`config.mk`:
```
export PLATFORM = sky130hd
export DESIGN_NAME = ex_mem_stage
export DESIGN_NICKNAME = d
export VERILOG_FILES = /design/src/rtl/ex_mem_stage.sv
export SDC_FILE = /design/constraint.sdc
export NUM_CORES = 1
export LEC_CHECK = 0
export ABC_AREA = 1
export CAP_MARGIN = 20
export CORE_MARGIN = 2
export CORE_UTILIZATION = 35
export DETAILED_ROUTE_END_ITERATION = 12
export PLACE_DENSITY = 0.66
export SYNTH_ARGS = -nofsm -noshare
export SYNTH_HDL_FRONTEND = slang
export SYNTH_SLANG_ARGS = --single-unit
```
`constraint.sdc`:
```
create_clock -name clk -period 1.85 [get_ports clk]
set_input_delay 0.185 -clock clk [delete_from_list [all_inputs] [get_ports clk]]
set_output_delay 0.185 -clock clk [all_outputs]
set_load 0.1 [all_outputs]
```
`src/rtl/ex_mem_stage.sv`:
```
// ex_mem_stage: elastic EX->MEM pipeline register built as a two-entry skid
// buffer (main + skid). Trapped ALU overflow is turned into an exception tag
// and the instruction's architectural side effects are suppressed.
//
// Ports:
//   clk, rst_n        clock, asynchronous active-low reset
//   flush             synchronous kill of all buffered entries
//   in_valid/in_ready execute-side handshake (in_ready registered)
//   in_*              instruction fields and controls from execute
//   out_valid/out_ready memory-side handshake
//   out_*             registered copies taken from the main entry
//   out_exc_ovf       instruction raised an overflow exception
module ex_mem_stage #(
  parameter int unsigned DW = 32,
  parameter int unsigned RW = 5
) (
  input  logic          clk,
  input  logic          rst_n,
  input  logic          flush,
  input  logic          in_valid,
  output logic          in_ready,
  input  logic [DW-1:0] in_pc,
  input  logic [DW-1:0] in_result,
  input  logic          in_zero,
  input  logic          in_overflow,
  input  logic          in_ovf_trap_en,
  input  logic [DW-1:0] in_store_data,
  input  logic [RW-1:0] in_rd,
  input  logic          in_reg_write,
  input  logic          in_mem_read,
  input  logic          in_mem_write,
  input  logic          in_mem_to_reg,
  output logic          out_valid,
  input  logic          out_ready,
  output logic [DW-1:0] out_pc,
  output logic [DW-1:0] out_result,
  output logic [DW-1:0] out_store_data,
  output logic          out_zero,
  output logic [RW-1:0] out_rd,
  output logic          out_reg_write,
  output logic          out_mem_read,
  output logic          out_mem_write,
  output logic          out_mem_to_reg,
  output logic          out_exc_ovf
);

  typedef struct packed {
    logic [DW-1:0] pc;
    logic [DW-1:0] result;
    logic [DW-1:0] store_data;
    logic          zero;
    logic [RW-1:0] rd;
    logic          reg_write;
    logic          mem_read;
    logic          mem_write;
    logic          mem_to_reg;
    logic          exc_ovf;
  } entry_t;

  typedef enum logic [1:0] {
    EMPTY = 2'd0,
    ONE   = 2'd1,
    FULL  = 2'd2
  } state_t;

  state_t state_q;
  state_t state_d;
  entry_t main_q;
  entry_t skid_q;
  entry_t cap;
  logic   accept;
  logic   drain;
  logic   exc;

  // Drops every side-effecting control bit of an entry.
  function automatic entry_t clr_ctrl(input entry_t e);
    entry_t r;
    r            = e;
    r.reg_write  = 1'b0;
    r.mem_read   = 1'b0;
    r.mem_write  = 1'b0;
    r.mem_to_reg = 1'b0;
    r.exc_ovf    = 1'b0;
    return r;
  endfunction

  assign accept = in_valid & in_ready;
  assign drain  = out_valid & out_ready;
  assign exc    = in_overflow & in_ovf_trap_en;

  // Capture transform: a trapped overflow keeps its data but loses its effects.
  always_comb begin
    cap.pc         = in_pc;
    cap.result     = in_result;
    cap.store_data = in_store_data;
    cap.zero       = in_zero;
    cap.rd         = in_rd;
    cap.reg_write  = in_reg_write  & ~exc;
    cap.mem_read   = in_mem_read   & ~exc;
    cap.mem_write  = in_mem_write  & ~exc;
    cap.mem_to_reg = in_mem_to_reg & ~exc;
    cap.exc_ovf    = exc;
  end

  // Next-state decode; flush wins over any handshake.
  always_comb begin
    state_d = state_q;
    if (flush) begin
      state_d = EMPTY;
    end else begin
      case (state_q)
        EMPTY:   if (accept) state_d = ONE;
        ONE: begin
          if (accept && !drain)      state_d = FULL;
          else if (!accept && drain) state_d = EMPTY;
        end
        FULL:    if (drain) state_d = ONE;
        default: state_d = EMPTY;
      endcase
    end
  end

  // State, handshake flags and entry storage; main always holds the older entry.
  always_ff @(posedge clk or negedge rst_n) begin
    if (!rst_n) begin
      state_q   <= EMPTY;
      out_valid <= 1'b0;
      in_ready  <= 1'b1;
      main_q    <= '0;
      skid_q    <= '0;
    end else begin
      state_q   <= state_d;
      out_valid <= (state_d != EMPTY);
      in_ready  <= (state_d != FULL);
      if (flush) begin
        main_q <= clr_ctrl(main_q);
        skid_q <= clr_ctrl(skid_q);
      end else begin
        case (state_q)
          EMPTY: if (accept) main_q <= cap;
          ONE: begin
            if (accept && drain) main_q <= cap;
            else if (accept)     skid_q <= cap;
          end
          FULL:    if (drain) main_q <= skid_q;
          default: ;
        endcase
      end
    end
  end

  assign out_pc         = main_q.pc;
  assign out_result     = main_q.result;
  assign out_store_data = main_q.store_data;
  assign out_zero       = main_q.zero;
  assign out_rd         = main_q.rd;
  assign out_reg_write  = main_q.reg_write;
  assign out_mem_read   = main_q.mem_read;
  assign out_mem_write  = main_q.mem_write;
  assign out_mem_to_reg = main_q.mem_to_reg;
  assign out_exc_ovf    = main_q.exc_ovf;

endmodule

```
Word-level counts from Yosys, hierarchy flattened --
Cells that the tools add are included.
Storage, ports and cells: logic and storage cells 73, register bits 218, input port bits 113, output and inout port bits 109
Cells by class: equal/unequal tests 10, bitwise operators 10, muxes and demuxes 15, reduce and logical (&&, ||, !) cells 15
Operator list (number):
- two-way mux 107 bit | 3
- one-hot mux 107 bit (3 select lines) | 1
- two-way mux 5 bit | 5
- two-way mux 2 bit | 5
- inequality test 2 bit, second input constant | 5
- inequality test 3 bit, second input constant | 3
- AND reduction 4 bit | 2
- bitwise AND 1 bit | 7
- one-hot mux 2 bit (3 select lines) | 1
- nonzero test 2 bit | 3
- AND reduction 5 bit | 1
- nonzero test 4 bit | 1
- logical AND 1 bit | 3
- inverter 1 bit | 3
- AND reduction 3 bit | 1
- nonzero test 3 bit | 1
- == test 2 x 1 -> 1 bit, second input constant | 1
- == test 2 bit, second input constant | 1
- logical NOT 1 bit | 2
- logical NOT 2 bit | 1

Logic depth before layout (Yosys ltp) --
word-level depth 8, mapped depth 9, gate-level depth less buffers 6

Worst setup path after synthesis --
Ideal clock, no wire load.
path kind register -> register, from register out_valid, to register main_q (netlist bit out_pc[10]), buffers on the path 2, cell stages (with the launch flop) 8, required time 1.730 ns, arrival 1.836 ns, slack -0.106 ns, clock period less this slack 1.956 ns, library setup time 0.120 ns, cells stage by stage dfrtp_1 > nand2_1 > o21ai_1 > nand3_2 > buf_4 > buf_2 > nand2_1 > nand2_1
Between the ends: longest elaborated chain between the ends 4, elaborated cells between the ends (all ways) 5, those cells by class 2 x eq/ne; 1 x bitwise; 2 x reduce/logical
Ends and longest elaborated chain:
- start, declared | line 33 | output logic out_valid,
- start signal, assigned | line 133 | out_valid <= (state_d != EMPTY);
- bitwise AND 1 bit * | line 88 | assign drain = out_valid & out_ready;
- logical AND 1 bit | line 142 | if (accept && drain) main_q <= cap;
- inequality test 2 bit (no source line)
- AND reduction 5 bit (no source line) *
- end signal, assigned | line 140 | EMPTY: if (accept) main_q <= cap;
- end signal, assigned | line 142
- end signal, assigned | line 145 | FULL: if (drain) main_q <= skid_q;
- end, declared | line 68 | entry_t main_q;
Every way passes the cells marked *; elsewhere a longest branch is shown, timed or not. A chain may end at the register's enable or synchronous reset.

Worst setup path after layout --
from register in_ready, to register main_q (netlist bit out_pc[28])
Between the ends: longest elaborated chain between the ends 4, elaborated cells between the ends (all ways) 5, those cells by class 2 x eq/ne; 1 x bitwise; 2 x reduce/logical
Ends and longest elaborated chain:
- start, declared | line 21 | output logic in_ready,
- start signal, assigned | line 134 | in_ready <= (state_d != FULL);
- bitwise AND 1 bit * | line 87 | assign accept = in_valid & in_ready;
- logical AND 1 bit | line 142
- inequality test 2 bit (no source line)
- AND reduction 5 bit (no source line) *
Marked as above.

==> flow_metrics.py <==
metrics = {
    "power_and_ir_drop": {
        "total_leakage_power_nw": 7.119,
        "power_density_nw_per_um2": 1830,
        "ir_worst_vdd_v": 0.001270,
    },
    "placed_design": {
        "gp_congestion": 0.7630,
        "place_hpwl_um": 16520,
        "numPortBuffers": 221,
        "pre_cts_slack_ns": 0.08114,
    },
    "global_route": {
        "grt_pass1_vias": 8195,
        "antenna_found_initial": 1,
        "groute.usage.overall_pct": 17.83,
        "grt_pass1_wl_um": 42620,
        "grt_max_degree": 93,
        "grt-ovfl-total": 0,
    },
    "setup_path": {
        "crit_slowest_cell": "dfstp_4",
        "path_buf_inv": 1,
        "cp_data_required_time_ns": 2.29,
        "critPathLaunchType": "register",
        "critPathMaxFanout": 62,
        "crit_chain": "nand2_1 -> nand2_1 -> nand2_1 -> nor2_4 -> buf_12 -> nand3_1 -> nand2_1",
        "critPathKind": "register to register",
        "critPathTopFamily": "flip-flops",
        "cp_common_cell": "nand2_1",
        "end_kind": "register",
        "worstPathArrival_ns": 2.10,
        "critical_path.max_stage_delay_ns": 0.64,
    },
    "outcome": {
        "outcome": "complete, no violations",
    },
    "synth": {
        "yosysTopAreaCellShare_pct": 54.82,
        "syn_area_um2": 9906,
        "yosys-top-cells-area": "dfrtp_1 (55%), nand2_1 (24%), nand3_1 (6.3%), inv_1 (4.1%), o21ai_0 (3.8%)",
        "avgSynthCellArea_um2": 7.667,
        "syn_inst": 1292,
        "ys_seq_elements": 218,
        "ys_warn_count": 0,
        "synthAdderAreaFrac_pct": 0,
        "synth_top_cell_by_area": "dfrtp_1",
        "synth_compound_area_share_pct": 5.507,
        "post_synth_num_cell_types": 22,
        "synthMuxAreaShare_pct": 0,
        "synth_top_family_by_area": "simple AND/OR/NAND/NOR gates",
        "synthXorXnorAreaFrac_pct": 0,
        "yosysSeqAreaShare_pct": 55.08,
        "yosys.area_share.simple_pct": 31.29,
        "synth.net_count": 1405,
    },
    "finish": {
        "nFillCells": 2711,
        "antennaDiodeCount": 0,
        "area_growth_pct": 31.55,
        "regMostFlops": "skid_q",
        "largest_reg_flops": 107,
        "nets": 1594,
        "final_core_util_pct": 46.78,
        "final_cell_mix": "nand2_1 (643), dfrtp_1 (216), nand3_1 (124)",
        "final_common_cell": "nand2_1",
        "drive_above_1_share_pct": 11.63,
    },
    "clock_network": {
        "numCtsBuffers": 24,
        "cts_tree": "done",
        "cts_buffer_depth": 3,
        "root_buffer": "clkbuf_16",
        "worstSkewPairLatency_ns": 0.51,
        "htree_levels": 1,
        "clock_sinks": 218,
        "clkSlewWorstSetupHoldPaths_ns": 0.06,
    },
    "timing": {
        "period_share_pct": 89.63,
        "slew_viol_final": 0,
        "setup_ws_ns": 0.1918,
        "setup_viol": 0,
        "finalClockSkew_ns": 0.01003,
        "hold_violations": 0,
        "setup_tns_ns": 0,
        "max_slew_margin_pct": 68.55,
        "min_period_ns": 1.658,
        "timing.fmax_mhz": 603.1,
        "tightest_slew_ns": 0.4717,
        "rsz0062_at_grt": "false",
    },
    "floorplanning": {
        "ioPinCount": 222,
        "core_um2": 27860,
        "rows": 61,
        "die_y_um": 172.2,
        "initial_core_util_pct": 35.56,
        "die_w_um": 172.2,
        "dieArea_um2": 29660,
    },
    "detailed_routing": {
        "wl_per_cell_um": 14.14,
        "final_antenna_net_count": 0,
        "vias": 8635,
        "drtIter0Drc": 565,
        "avgViaCountPerCell": 4.628,
        "routed_wl_um": 26380,
        "drc_errors": 0,
        "drtPass1Iterations": 5,
    },
    "min_path": {
        "min_path_type": "input port to async pin",
    },
    "job": {
        "cap_violations": 0,
    },
}
-- layout make-up --
| type | instances | area, um2 | share of cell area (%) |
|---|---|---|---|
| multi-input cells | 885 | 3672 | 28.18 |
| clock inverters | 1 | 5.005 | 0.03841 |
| well taps | 378 | 473.0 | 3.629 |
| clock buffers | 32 | 691.9 | 5.310 |
| flip-flops and latches | 218 | 5461 | 41.91 |
| inverters | 108 | 407.9 | 3.130 |
| repair buffers | 244 | 2320 | 17.80 |
-- metal layers --
layer  GRT usage, %  vias up  part of all wire, %  wire [um]
met5              0        -                    0          0
met4          4.640        0                  2.1        554
met3          3.433       45                  6.3       1664
met2          28.13      230                   46      12010
met1          25.23     4026                   46      12150
li1               -     4334                    -          -
-- power by group --
group	internal, mW	total [mW]	switching (mW)
registers	6.71	7.83	1.12
logic	2.51	11.6	9.12
clock network	2.56	4.39	1.83
-- cell families after synthesis --
| logic type | Yosys count |
|---|---|
| compound gates | 109 |
| buf+inv | 189 |
| flops | 218 |
| simple gates | 776 |
-- worst register-to-register path: stages (launching register included) --
cell,delay [ns]
dfstp_4,0.64
nand2_1,0.08
nand2_1,0.08
nand2_1,0.08
nor2_4,0.15
buf_12,0.30
nand3_1,0.17
nand2_1,0.08
-- cell usage after synthesis (all sizes together) --
cell / count
dfstp: 1
dfrtp: 217
buf: 60
a21oi: 1
inv: 108
nor2: 5
o21ai: 108
clkbuf: 21
nand3b: 1
nand2: 644
nand3: 126
-- timing repair --
item,4_1_cts,5_1_grt
gates resized for setup,0,1
hold endpoints to repair,108,0
hold buffers,1,0
setup endpoints to repair,0,5
setup buffers,0,0
-- per-stage QoR --
step / total power, mW / cells / hold WS (ns) / instance area [um2]
floorplan: 16.68 / 1292 / -0.1106 / 9911
global placement: 19.42 / 1832 / 0.1490 / 12320
detailed placement: 19.57 / 1832 / 0.1490 / 12320
CTS: 24.06 / 1866 / 0.2036 / 13030
global route: 25.03 / 1866 / 0.2366 / 13030
finish: 23.85 / 1866 / 0.1924 / 13030
-- worst paths after layout --
check                                            from                      to  slack, ns  cells past startpoint
worst max register to register     in_ready$_DFF_PN1_  out_pc[28]$_DFFE_PN0P_       0.19                      7
worst max-delay path               in_ready$_DFF_PN1_  out_pc[28]$_DFFE_PN0P_       0.19                      7
min in group clk                    in_store_data[11]  skid_q[22]$_DFFE_PN0P_       0.25                      3
worst min register to register  out_rd[2]$_DFFE_PN0P_   out_rd[2]$_DFFE_PN0P_       0.48                      2
worst min-delay path                            rst_n  out_pc[21]$_DFFE_PN0P_       0.19                      2
max in group asynchronous                       rst_n   out_rd[0]$_DFFE_PN0P_       0.98                      3
No activity file was read; power rests on OpenSTA's default activity.
